`config.mk`:
```
export PLATFORM = sky130hd
export DESIGN_NAME = mem_port_arbiter
export DESIGN_NICKNAME = d
export VERILOG_FILES = /design/src/rtl/processorci_bus_pkg.sv /design/src/rtl/rr_grant.sv /design/src/rtl/mem_port_arbiter.sv
export SDC_FILE = /design/constraint.sdc
export NUM_CORES = 1
export LEC_CHECK = 0
export BUFFER_PORTS_ARGS = -buffer_cell sky130_fd_sc_hd__buf_2
export CAP_MARGIN = 20
export CORE_MARGIN = 3
export CORE_UTILIZATION = 30
export DETAILED_ROUTE_END_ITERATION = 6
export GPL_TIMING_DRIVEN = 0
export PLACE_DENSITY_LB_ADDON = 0.1
export RECOVER_POWER = 25
export SYNTH_ARGS = -nofsm -noshare
export SYNTH_HDL_FRONTEND = slang
export SYNTH_HIERARCHICAL = 1
export SYNTH_SLANG_ARGS = --single-unit
```
`constraint.sdc`:
```
create_clock -name clk -period 1.8 [get_ports clk]
set_clock_uncertainty 0.1 [all_clocks]
set_input_delay 0.36 -clock clk [delete_from_list [all_inputs] [get_ports clk]]
set_output_delay 0.36 -clock clk [all_outputs]
set_load 0.03 [all_outputs]
```
`src/rtl/processorci_bus_pkg.sv`:
```
// Shared types and helpers for the core-side memory bus arbiter.
// Holds the arbiter FSM encoding, the error read-data value and packed-port slicing.
package processorci_bus_pkg;

  typedef enum logic [0:0] {
    IDLE = 1'b0,
    WAIT = 1'b1
  } arb_state_t;

  // Read data returned on writes and on timed-out transactions.
  localparam logic [63:0] ERR_RDATA = 64'h0;

  // LSB position of port idx inside a packed per-port bus of the given width.
  function automatic int unsigned port_lsb(input int unsigned idx, input int unsigned width);
    return idx * width;
  endfunction

endpackage

```
`src/rtl/rr_grant.sv`:
```
// Combinational grant selector: fixed priority (lowest index) or round-robin
// searching upward from the port after last_grant, with wrap.
module rr_grant #(
  parameter int NUM_PORTS = 2,
  parameter int RR_MODE   = 1,
  parameter int IDX_W     = $clog2(NUM_PORTS)
) (
  input  logic [NUM_PORTS-1:0] req,
  input  logic [IDX_W-1:0]     last_grant,
  output logic [NUM_PORTS-1:0] grant,
  output logic [IDX_W-1:0]     grant_idx,
  output logic                 valid
);

  always_comb begin
    int cand;
    cand      = 0;
    grant     = '0;
    grant_idx = '0;
    valid     = 1'b0;
    if (RR_MODE == 0) begin
      // Scan downward so the lowest requesting index is the last one written.
      for (int i = NUM_PORTS - 1; i >= 0; i--) begin
        if (req[i]) begin
          grant_idx = IDX_W'(i);
          valid     = 1'b1;
        end
      end
    end else begin
      // Largest offset first, so the nearest port after last_grant wins.
      for (int off = NUM_PORTS; off >= 1; off--) begin
        cand = int'(last_grant) + off;
        if (cand >= NUM_PORTS) begin
          cand = cand - NUM_PORTS;
        end
        if (req[cand]) begin
          grant_idx = IDX_W'(cand);
          valid     = 1'b1;
        end
      end
    end
    if (valid) begin
      grant[grant_idx] = 1'b1;
    end
  end

endmodule

```
`src/rtl/mem_port_arbiter.sv`:
```
// N-port arbiter/bridge onto a single variable-latency Controller memory port,
// with per-port hold flags for stalling the core pipeline.
module mem_port_arbiter
  import processorci_bus_pkg::*;
#(
  parameter int NUM_PORTS      = 2,
  parameter int ADDR_WIDTH     = 32,
  parameter int DATA_WIDTH     = 32,
  parameter int RR_MODE        = 1,
  parameter int TIMEOUT_CYCLES = 256
) (
  input  logic                             clk,
  input  logic                             reset_n,
  input  logic [NUM_PORTS-1:0]             req_i,
  input  logic [NUM_PORTS-1:0]             we_i,
  input  logic [NUM_PORTS*ADDR_WIDTH-1:0]  addr_i,
  input  logic [NUM_PORTS*DATA_WIDTH-1:0]  wdata_i,
  output logic [DATA_WIDTH-1:0]            rdata_o,
  output logic [NUM_PORTS-1:0]             ack_o,
  output logic                             err_o,
  output logic [NUM_PORTS-1:0]             hold_o,
  output logic                             hold_any_o,
  output logic                             mem_read_o,
  output logic                             mem_write_o,
  output logic [ADDR_WIDTH-1:0]            mem_addr_o,
  output logic [DATA_WIDTH-1:0]            mem_wdata_o,
  input  logic [DATA_WIDTH-1:0]            mem_rdata_i,
  input  logic                             mem_response_i
);

  localparam int IDX_W = $clog2(NUM_PORTS);
  localparam int CNT_W = $clog2(TIMEOUT_CYCLES);
  localparam logic [CNT_W-1:0] TIMEOUT_LAST = CNT_W'(TIMEOUT_CYCLES - 1);

  arb_state_t               state_reg, state_next;
  logic [NUM_PORTS-1:0]     grant_reg, grant_next;
  logic [IDX_W-1:0]         grant_idx_reg, grant_idx_next;
  logic [IDX_W-1:0]         last_grant_reg, last_grant_next;
  logic [CNT_W-1:0]         count_reg, count_next;
  logic [NUM_PORTS-1:0]     ack_reg, ack_next;
  logic                     err_reg, err_next;
  logic [DATA_WIDTH-1:0]    rdata_reg, rdata_next;
  logic                     mem_read_reg, mem_read_next;
  logic                     mem_write_reg, mem_write_next;
  logic [ADDR_WIDTH-1:0]    mem_addr_reg, mem_addr_next;
  logic [DATA_WIDTH-1:0]    mem_wdata_reg, mem_wdata_next;

  logic [ADDR_WIDTH-1:0]    addr_arr  [NUM_PORTS];
  logic [DATA_WIDTH-1:0]    wdata_arr [NUM_PORTS];
  logic [NUM_PORTS-1:0]     req_masked;
  logic [NUM_PORTS-1:0]     sel_grant;
  logic [IDX_W-1:0]         sel_idx;
  logic                     sel_valid;

  for (genvar gi = 0; gi < NUM_PORTS; gi++) begin : g_unpack
    assign addr_arr[gi]  = addr_i[port_lsb(gi, ADDR_WIDTH) +: ADDR_WIDTH];
    assign wdata_arr[gi] = wdata_i[port_lsb(gi, DATA_WIDTH) +: DATA_WIDTH];
  end

  // A port being acked this cycle still shows req high; keep it out of arbitration.
  assign req_masked = req_i & ~ack_reg;

  rr_grant #(
    .NUM_PORTS (NUM_PORTS),
    .RR_MODE   (RR_MODE),
    .IDX_W     (IDX_W)
  ) u_rr_grant (
    .req        (req_masked),
    .last_grant (last_grant_reg),
    .grant      (sel_grant),
    .grant_idx  (sel_idx),
    .valid      (sel_valid)
  );

  always_comb begin
    state_next      = state_reg;
    grant_next      = grant_reg;
    grant_idx_next  = grant_idx_reg;
    last_grant_next = last_grant_reg;
    count_next      = count_reg;
    ack_next        = '0;
    err_next        = 1'b0;
    rdata_next      = rdata_reg;
    mem_read_next   = mem_read_reg;
    mem_write_next  = mem_write_reg;
    mem_addr_next   = mem_addr_reg;
    mem_wdata_next  = mem_wdata_reg;
    case (state_reg)
      IDLE: begin
        if (sel_valid) begin
          grant_next     = sel_grant;
          grant_idx_next = sel_idx;
          mem_addr_next  = addr_arr[sel_idx];
          mem_wdata_next = wdata_arr[sel_idx];
          mem_read_next  = ~we_i[sel_idx];
          mem_write_next = we_i[sel_idx];
          count_next     = '0;
          state_next     = WAIT;
        end
      end
      WAIT: begin
        count_next = count_reg + 1'b1;
        // A response arriving on the timeout cycle still completes normally.
        if (mem_response_i || (count_reg == TIMEOUT_LAST)) begin
          ack_next        = grant_reg;
          err_next        = ~mem_response_i;
          rdata_next      = (mem_response_i && !mem_write_reg) ? mem_rdata_i
                                                               : DATA_WIDTH'(ERR_RDATA);
          mem_read_next   = 1'b0;
          mem_write_next  = 1'b0;
          last_grant_next = grant_idx_reg;
          state_next      = IDLE;
        end
      end
      default: begin
        state_next = IDLE;
      end
    endcase
  end

  always_ff @(posedge clk) begin
    if (!reset_n) begin
      state_reg      <= IDLE;
      grant_reg      <= '0;
      grant_idx_reg  <= '0;
      last_grant_reg <= IDX_W'(NUM_PORTS - 1);
      count_reg      <= '0;
      ack_reg        <= '0;
      err_reg        <= 1'b0;
      rdata_reg      <= '0;
      mem_read_reg   <= 1'b0;
      mem_write_reg  <= 1'b0;
      mem_addr_reg   <= '0;
      mem_wdata_reg  <= '0;
    end else begin
      state_reg      <= state_next;
      grant_reg      <= grant_next;
      grant_idx_reg  <= grant_idx_next;
      last_grant_reg <= last_grant_next;
      count_reg      <= count_next;
      ack_reg        <= ack_next;
      err_reg        <= err_next;
      rdata_reg      <= rdata_next;
      mem_read_reg   <= mem_read_next;
      mem_write_reg  <= mem_write_next;
      mem_addr_reg   <= mem_addr_next;
      mem_wdata_reg  <= mem_wdata_next;
    end
  end

  assign ack_o       = ack_reg;
  assign err_o       = err_reg;
  assign rdata_o     = rdata_reg;
  assign mem_read_o  = mem_read_reg;
  assign mem_write_o = mem_write_reg;
  assign mem_addr_o  = mem_addr_reg;
  assign mem_wdata_o = mem_wdata_reg;
  assign hold_o      = req_i & ~ack_reg;
  assign hold_any_o  = |hold_o;

endmodule

```
After elaboration in Yosys (flattened, before gate mapping) --
Cells that the tools add are included.
Storage, ports and cells: register bits 114, bits of input ports 167, output and inout bits 104, word-level logic and storage cells 75
Operators by class: add/subtract/negate cells 5, order comparisons 7, equal/unequal tests 3, muxes and demuxes 33, bitwise operators 6, reduce and logical (&&, ||, !) cells 9
Operators with widths (count):
- 2-to-1 mux 32 bit | 9
- greater-or-equal comparator 32 x 3 -> 1 bit (second input constant) | 2
- less-than comparator 32 x 3 -> 1 bit (second input constant) | 2
- subtractor 32 x 3 -> 32 bit (second input constant) | 2
- 2-to-1 mux 1 bit | 18
- one-hot mux 8 bit (2 select lines) | 1
- adder 8 x 1 -> 8 bit (second input constant) | 1
- == test 8 bit (second input constant) | 1
- 2-to-1 mux 8 bit | 1
- one-hot mux 1 bit (2 select lines) | 3
- AND reduction 2 bit | 3
- adder 1 x 2 -> 3 bit (second input constant) | 1
- NOT 1 bit | 3
- AND reduction 3 bit | 1
- adder 1 x 1 -> 2 bit (second input constant) | 1
- bitwise AND 2 bit | 1
- greater-or-equal comparator 2 bit (second input constant) | 1
- logical AND 1 bit | 2
- less-than comparator 1 x 2 -> 1 bit (second input constant) | 1
- inequality test 2 x 1 -> 1 bit (second input constant) | 1
- inequality test 2 bit (second input constant) | 1
- NOT 1 -> 2 bit | 1
- NOT 2 bit | 1
- OR reduction 2 bit | 1
- 4 further kinds | 4

Longest topological paths before layout --
Gate-level depths: netlist of the first run.
word-level depth 13, mapped depth 8, gate-level depth less buffers 5

Cells and area by module --
Netlist of the first run, hierarchy kept.
Modules (own cells, without submodules):
- mem_port_arbiter | instances 1, cells an instance 445, area each 4564.4 µm², sequential area each 2282.2 µm²
- rr_grant | instances 1, cells an instance 5, area each 32.5 µm², sequential area each 0.0 µm²

Least setup slack after synthesis of the first run --
Ideal clock, no wire load.
path kind flip-flop to flip-flop, start register ack_reg[1] (netlist: ack_o[1]), end register mem_addr_reg[0] (netlist: mem_addr_o[0]), setup time 134 ps, arrival time 2007 ps, required time 1566 ps, path slack -441 ps, cell stages (with the launch flop) 8, path buffers 3, clock period less this slack 2241 ps, cells stage by stage dfxtp_1 nor2b_1 a21boi_0 buf_2 buf_6 buf_2 mux2i_1 a211oi_1
On the way: cells in the longest elaborated chain, start to end 11, elaborated cells between the ends (all ways) 17, classes of those cells mux: 13; bitwise: 3; reduce/logical: 1
Ends and longest elaborated chain:
- start, declared | RTL line mem_port_arbiter.sv:40 | logic [NUM_PORTS-1:0] ack_reg, ack_next;
- start signal, assigned | RTL line mem_port_arbiter.sv:141 | ack_reg <= ack_next;
- NOT 2 bit *
- bitwise AND 2 bit *
- via hold_o[1] | RTL line mem_port_arbiter.sv:21 | output logic [NUM_PORTS-1:0] hold_o,
- 2-to-1 mux 1 bit (not written as such) (3 in a row) | RTL line rr_grant.sv:36 | if (req[cand]) begin
- 2-to-1 mux 1 bit | RTL line rr_grant.sv:36
- 2-to-1 mux 1 bit * | RTL line rr_grant.sv:36
- via sel_idx | RTL line mem_port_arbiter.sv:52 | logic [IDX_W-1:0] sel_idx;
- NOT 1 -> 2 bit (not written as such) * | RTL line mem_port_arbiter.sv:93 | mem_addr_next = addr_arr[sel_idx];
- 2-to-1 mux 32 bit (not written as such) * (3 in a row) | RTL line mem_port_arbiter.sv:93
- end signal, assigned | RTL line mem_port_arbiter.sv:146 | mem_addr_reg <= mem_addr_next;
- end, declared | RTL line mem_port_arbiter.sv:45 | logic [ADDR_WIDTH-1:0] mem_addr_reg, mem_addr_next;
The timed path passes the listed nets; every way through them passes the cells marked *. The select of a mux whose other input is x is not followed. A chain may end at the register's enable or synchronous reset.

Final worst setup path of the first run --
start register ack_reg[0] (netlist: ack_o[0]), end register mem_addr_reg[24] (netlist: mem_addr_o[24])
On the way: elaborated cells between the ends (all ways) 17, classes of those cells mux: 13; bitwise: 3; reduce/logical: 1
RTL lines:
- NOT 2 bit * | RTL line mem_port_arbiter.sv:61 | assign req_masked = req_i & ~ack_reg;
- bitwise AND 2 bit * | RTL line mem_port_arbiter.sv:61
- 2-to-1 mux 1 bit (not written as such) (3 in a row) | RTL line rr_grant.sv:36
- 2-to-1 mux 1 bit | RTL line rr_grant.sv:36
- 2-to-1 mux 1 bit * | RTL line rr_grant.sv:36
- via sel_valid | RTL line mem_port_arbiter.sv:53 | logic sel_valid;
- AND reduction 2 bit (no line) *
Marked as above.

==> results of run 1 <==
placed cells by master (no fill, tap or decap), types with 4 or more instances in the layout:
master	count
a211oi_1	49
a211oi_2	15
a21oi_1	7
a22o_1	33
buf_12	5
buf_2	234
buf_4	10
buf_6	6
bufinv_16	4
clkbuf_1	55
clkbuf_16	17
clkbuf_4	6
dfxtp_1	112
mux2i_1	48
mux2i_2	16
nand2_1	11
nand3_1	6
nor2_1	68
synthesized netlist by cell type (all sizes together), types with 6 or more instances:
cell type  count
clkbuf        14
dfxtp        114
buf           27
a21oi          7
nor2          68
a22o          33
nand3          6
a211oi        64
mux2i         66
nand2         11
routing by layer:
metal	up-vias	track usage (%)	routed length (µm)
li1	2246	-	-
met1	2053	19.7	6090
met2	173	29.6	7380
met3	15	5.53	1100
met4	0	6.17	233
met5	-	0	0
layout make-up:
| cell class | count | area (µm²) | area share (%) |
|---|---|---|---|
| Timing Repair Buffer | 274 | 1340 | 18.9 |
| Tap cell | 184 | 230 | 3.25 |
| Inverter | 2 | 7.51 | 0.106 |
| Multi-Input combinational cell | 293 | 2270 | 32.1 |
| Clock buffer | 22 | 454 | 6.41 |
| Clock inverter | 10 | 158 | 2.23 |
| Buffer | 41 | 339 | 4.79 |
| Sequential cell | 114 | 2280 | 32.3 |
kinds of logic after synthesis:
logic type / Yosys count / share of synthesized area (%)
buf+inv: 43 / 4.90
xor+xnor: 2 / 0.381
mux: 66 / 14.4
flops: 114 / 49.6
simple gates: 107 / 10.4
compound gates: 117 / 20.1
fa+ha+maj: 1 / 0.272
metrics by stage:
| stage | hold WS [ns] | instance area [µm²] | total power, µW |
|---|---|---|---|
| after CTS | 0.0448 | 6930 | 7900 |
| final | 0.0695 | 7080 | 7860 |
| after global placement | 0.342 | 6210 | 4320 |
| after global routing | 0.0544 | 7080 | 8190 |
| after floorplan | 0.332 | 4630 | 3790 |
| after detailed placement | 0.351 | 6210 | 4340 |
critical path: cells and delay by family (launching register included):
kind / cells / cell delay (ns)
buffers and inverters: 3 / 0.51
AND/OR/NAND/NOR: 3 / 0.47
flip-flops: 1 / 0.36
AO/OA/AOI/OAI: 1 / 0.22
power breakdown:
group | switching (µW) | leakage (µW) | internal [µW]
combinational | 954 | 0.00199 | 603
clock | 1130 | 0.000290 | 2340
sequential | 104 | 0.000940 | 2730
worst max-delay path by stage:
stage | startpoint | cells past startpoint | slack [ns] | end
final | ack_o[0] | 7 | 0.05 | mem_addr_o[24]
after global placement | req_i[1] | 8 | -0.34 | mem_wdata_o[26]
after floorplan | ack_o[1] | 8 | 0.006 | mem_addr_o[10]
after CTS | ack_o[1] | 7 | -0.003 | mem_read_o
after detailed placement | req_i[1] | 8 | -0.43 | mem_addr_o[30]
after global routing | ack_o[1] | 7 | -0.06 | mem_wdata_o[26]
what timing repair did:
item	CTS	global route
endpoints found under the setup margin	69	63
pin swaps	0	6
gates resized for setup	32	49
setup buffers	0	4
==> qor.txt, run 1 <==
initial antenna violation count: 0
Min-Delay Path Class: primary input to register
Placed Instances: 904
Slew HR: 57.6%
Synth warnings: 6
Fillers: 1455
Util after Layout: 48.0%
most used flip-flop cell after synthesis: dfxtp_1
DRT antenna net count: 0
status: finished, final reports clean
cts bufs inserted: 17
first drt pass iteration count: 4
Tcrit/Tclk final: 97.3%
Core Box Area: 14800 µm²
Hold Vio Cnt, Final: 0
clk_lat worst skew: 0.40 ns
post-synthesis register bit count: 114
hold path depth: 2
peak supply drop: 0.624 mV
drt wl/cell: 15.8 µm
EDFF count, synth: 0
H-tree levels: 4
Tmin final: 1.75 ns
CP cell instances: nor2b_4 > or2_4 > nor2b_1 > buf_4 > buf_8 > clkbuf_4 > a211oi_2
Worst Path Class, Setup: register to register
Port Buffer Count: 270
pre-CTS WS: -0.434 ns
vias per cell: 4.77
reg2reg setup slack: 0.05 ns
f_max: 571 MHz
largest net degree at the start of global routing: 17
sequential area share after synthesis: 49.6%
Cell Area, Synth: 4600 µm²
critical hold path startpoint: mem_rdata_i[12]
total number of clock tree sinks: 114
share of cells above drive strength 1: 44.2%
hold_buf cts: 0
Starting Density: 31.2%
total number of vias: 4487
Synth area leaders: dfxtp_1 (50%), mux2i_1 (14%), a211oi_1 (10%)
Initial DRC Count: 92
Slew Viols, Final: 0
RR Endpoint: mem_addr_o[24]
Netlist cell types: 38
clk root buf: clkbuf_16
RSZ-0062 raised after global routing: true
Leak: 0.00322 µW
CP arrival: 1.97 ns
Synthesized Nets: 618
num rows: 44
Worst path max stage delay: 0.36 ns
DRC: 0
I/O pin cnt: 271
diodes inserted: 0
Worst Reg-to-Reg Cells: 7
clk buf depth: 2
RePlAce Congestion: 0.734
GRT Util Overall: 17.0%
Setup TNS Final: 0 ns
power density over the cells: 1110 nW/µm²
Mapped Cells: 450
largest area contributor in the netlist: dfxtp_1
slew of the pin with the lowest slew margin: 0.636 ns
CTS tree: done
post-synth top area share: 49.6%
Setup-failing EPs final: 0
R2R Path Start: ack_o[0]
synthesis-to-finish area growth: 54.1%
CTS clock-pin slew for the worst setup and hold paths: 0.05 ns
die span in y: 130 µm
CP Max Fanout: 10
WL final: 14.8 mm
Layout Cells excl Fill: 940
first-pass GRT wire length: 22.4 mm
hold path endpoint: rdata_o[12]
critical path capture point type: register
Async S/R FF share, synth: 0%
fin worst setup slack: 0.0478 ns
Die ar.: 16800 µm²
chip width: 130 µm
syn avg cell area: 10.2 µm²
CP Launch Type: register
vias in the first global route: 4457
Nets: 911
post-DP HPWL: 11.4 mm
number of max-cap violations: 0
Crit path required time: 2.02 ns
GR Overflow Total: 0
slowest cell on the critical path: dfxtp_2
Power figures use the tool's default switching activity.
==> run 2: changes to the inputs <==
==> constraint.sdc (replaced) <==
create_clock -name clk -period 1.8 [get_ports clk]
set_clock_uncertainty 0.1 [all_clocks]
set_input_delay 0 -clock clk [delete_from_list [all_inputs] [get_ports clk]]
set_output_delay 0 -clock clk [all_outputs]
set_load 0.03 [all_outputs]
==> qor.txt, run 2 (synthesis gave the netlist of run 1 again) <==
status: finished, final reports clean
Worst Path Class, Setup: register to register
Min-Delay Path Class: primary input to register
CP cell instances: nor2b_4 > or2_4 > nor2b_1 > buf_4 > buf_8 > buf_6 > nor2_1 > a211oi_2
synthesis-to-finish area growth: 97.6%
post-DP HPWL: 11.4 mm (unchanged)
share of cells above drive strength 1: 40.2% (-4.0 points)
GRT Util Overall: 21.0% (+3.9 points)
vias in the first global route: 5630 (+26%)
Slew HR: 56.1% (-1.5 points)
first drt pass iteration count: 4 (unchanged)
CTS tree: done
Starting Density: 31.2% (unchanged)
power density over the cells: 920 nW/µm² (-17%)
Worst path max stage delay: 0.36 ns (about the same)
Leak: 0.00399 µW (+24%)
RePlAce Congestion: 0.734 (unchanged)
Setup TNS Final: 0 ns (unchanged)
CP Max Fanout: 10 (unchanged)
Die ar.: 16800 µm² (unchanged)
drt wl/cell: 17.3 µm (+9.9%)
CP Launch Type: register
clk root buf: clkbuf_16
critical path capture point type: register
H-tree levels: 4 (unchanged)
Slew Viols, Final: 0 (unchanged)
chip width: 130 µm (unchanged)
Nets: 1085 (+19%)
vias per cell: 4.88 (+2.3%)
Core Box Area: 14800 µm² (unchanged)
die span in y: 130 µm (unchanged)
clk_lat worst skew: 0.41 ns (about the same)
Design Power: 8350 µW (+6.3%)
Port Buffer Count: 270 (unchanged)
highest routed layer: met4
I/O pin cnt: 271 (unchanged)
WL final: 19.3 mm (+30%)
total number of clock tree sinks: 114 (unchanged)
commonest non-fill, non-tap cell in the layout: buf_2
peak supply drop: 0.641 mV (+2.8%)
most frequent cells in the layout: buf_2 (229), dlygate4sd3_1 (164), dfxtp_1 (112), nor2_1 (68), clkbuf_1 (60)
DRC: 0 (unchanged)
WL met2: 9.38 mm (+27%)
Crit path required time: 1.96 ns (-0.06 ns)
RSZ-0062 raised after global routing: true
Fillers: 1222 (-16%)
cts bufs inserted: 17 (unchanged)
f_max: 560 MHz (-1.8%)
num rows: 44 (unchanged)
diodes inserted: 0 (unchanged)
Util after Layout: 61.6% (+14 points)
number of max-cap violations: 0 (unchanged)
CTS clock-pin slew for the worst setup and hold paths: 0.05 ns (about the same)
met3 WL: 1.44 mm (+30%)
Hold Vio Cnt, Final: 0 (unchanged)
largest net degree at the start of global routing: 17 (unchanged)
CP arrival: 1.95 ns (-0.02 ns)
first-pass GRT wire length: 27.7 mm (+24%)
clk buf depth: 2 (unchanged)
Setup-failing EPs final: 0 (unchanged)
initial antenna violation count: 0 (unchanged)
WL met1: 7.31 mm (+20%)
total number of vias: 5438 (+21%)
Tmin final: 1.78 ns (+0.0323 ns)
Tcrit/Tclk final: 99.1% (+1.8 points)
Initial DRC Count: 160 (+74%)
slowest cell on the critical path: dfxtp_2
DRT antenna net count: 0 (unchanged)
slew of the pin with the lowest slew margin: 0.658 ns (+0.0220 ns)
GR Overflow Total: 0 (unchanged)
run 2: cell types whose count changed in the layout (fill, tap and decap cells not counted), sizes merged:
cell and delta:
dlygate4sd3 +164, buf +2, clkbuf +8
run 2: cell type report:
class / count / area [µm²] / area share, %
Clock inverter: 10 / 158 / 1.74
Inverter: 2 / 7.51 / 0.0826
Multi-Input combinational cell: 293 / 2480 / 27.3
Tap cell: 184 / 230 / 2.53
Sequential cell: 114 / 2280 / 25.1
Timing Repair Buffer: 448 / 3130 / 34.4
Clock buffer: 22 / 454 / 5.00
Buffer: 41 / 342 / 3.76
run 2: path summary, 6_finish.rpt:
path	start	endpoint	slack, ns	depth (start not counted)
hold reg to reg	grant_reg[0]	grant_reg[0]	0.35	2
setup / recovery	ack_o[0]	mem_addr_o[11]	0.02	8
hold / removal	req_i[1]	state_reg	0.04	4
setup reg to reg	ack_o[0]	mem_addr_o[11]	0.02	8
run 2: metrics by stage:
| stage | area (µm²) | hold slack (ns) | instances | setup slack [ns] |
|---|---|---|---|---|
| floorplan | 4630 | -0.0219 | 450 | 0.00603 |
| global placement | 6210 | 0.112 | 904 | -0.195 |
| detailed placement | 6210 | 0.113 | 904 | -0.289 |
| CTS | 8570 | 0.0127 | 1103 | -0.0102 |
| global route | 9080 | 0.0603 | 1114 | -0.0498 |
| finish | 9080 | 0.0350 | 1114 | 0.0155 |
run 2: critical path, delay by kind of cell, from the launching register on:
| kind | cells | cell delay (ns) |
|---|---|---|
| DFF | 1 | 0.36 |
| buffers and inverters | 3 | 0.46 |
| AOI/OAI and AO/OA | 1 | 0.06 |
| and+or+nand+nor | 4 | 0.67 |
run 2: repair_timing:
item,in CTS,in global routing
hold endpoints to repair,106,0
resized for setup,25,100
pin swaps,0,6
cloned,0,4
endpoints found under the setup margin,69,69
hold buffers,164,0
buffers inserted,3,7
run 2: where the power goes:
part	internal (µW)	switching, µW	leakage (µW)	total (µW)
clock	2340	1150	0.000290	3490
combinational	920	1110	0.00276	2030
sequential	2730	109	0.000940	2840
run 2: routing by layer:
metal | vias to the layer above | GRT usage [%]
li1 | 2599 | -
met1 | 2470 | 21.8
met2 | 280 | 35.8
met3 | 89 | 7.57
met4 | 0 | 13.6
met5 | - | 0
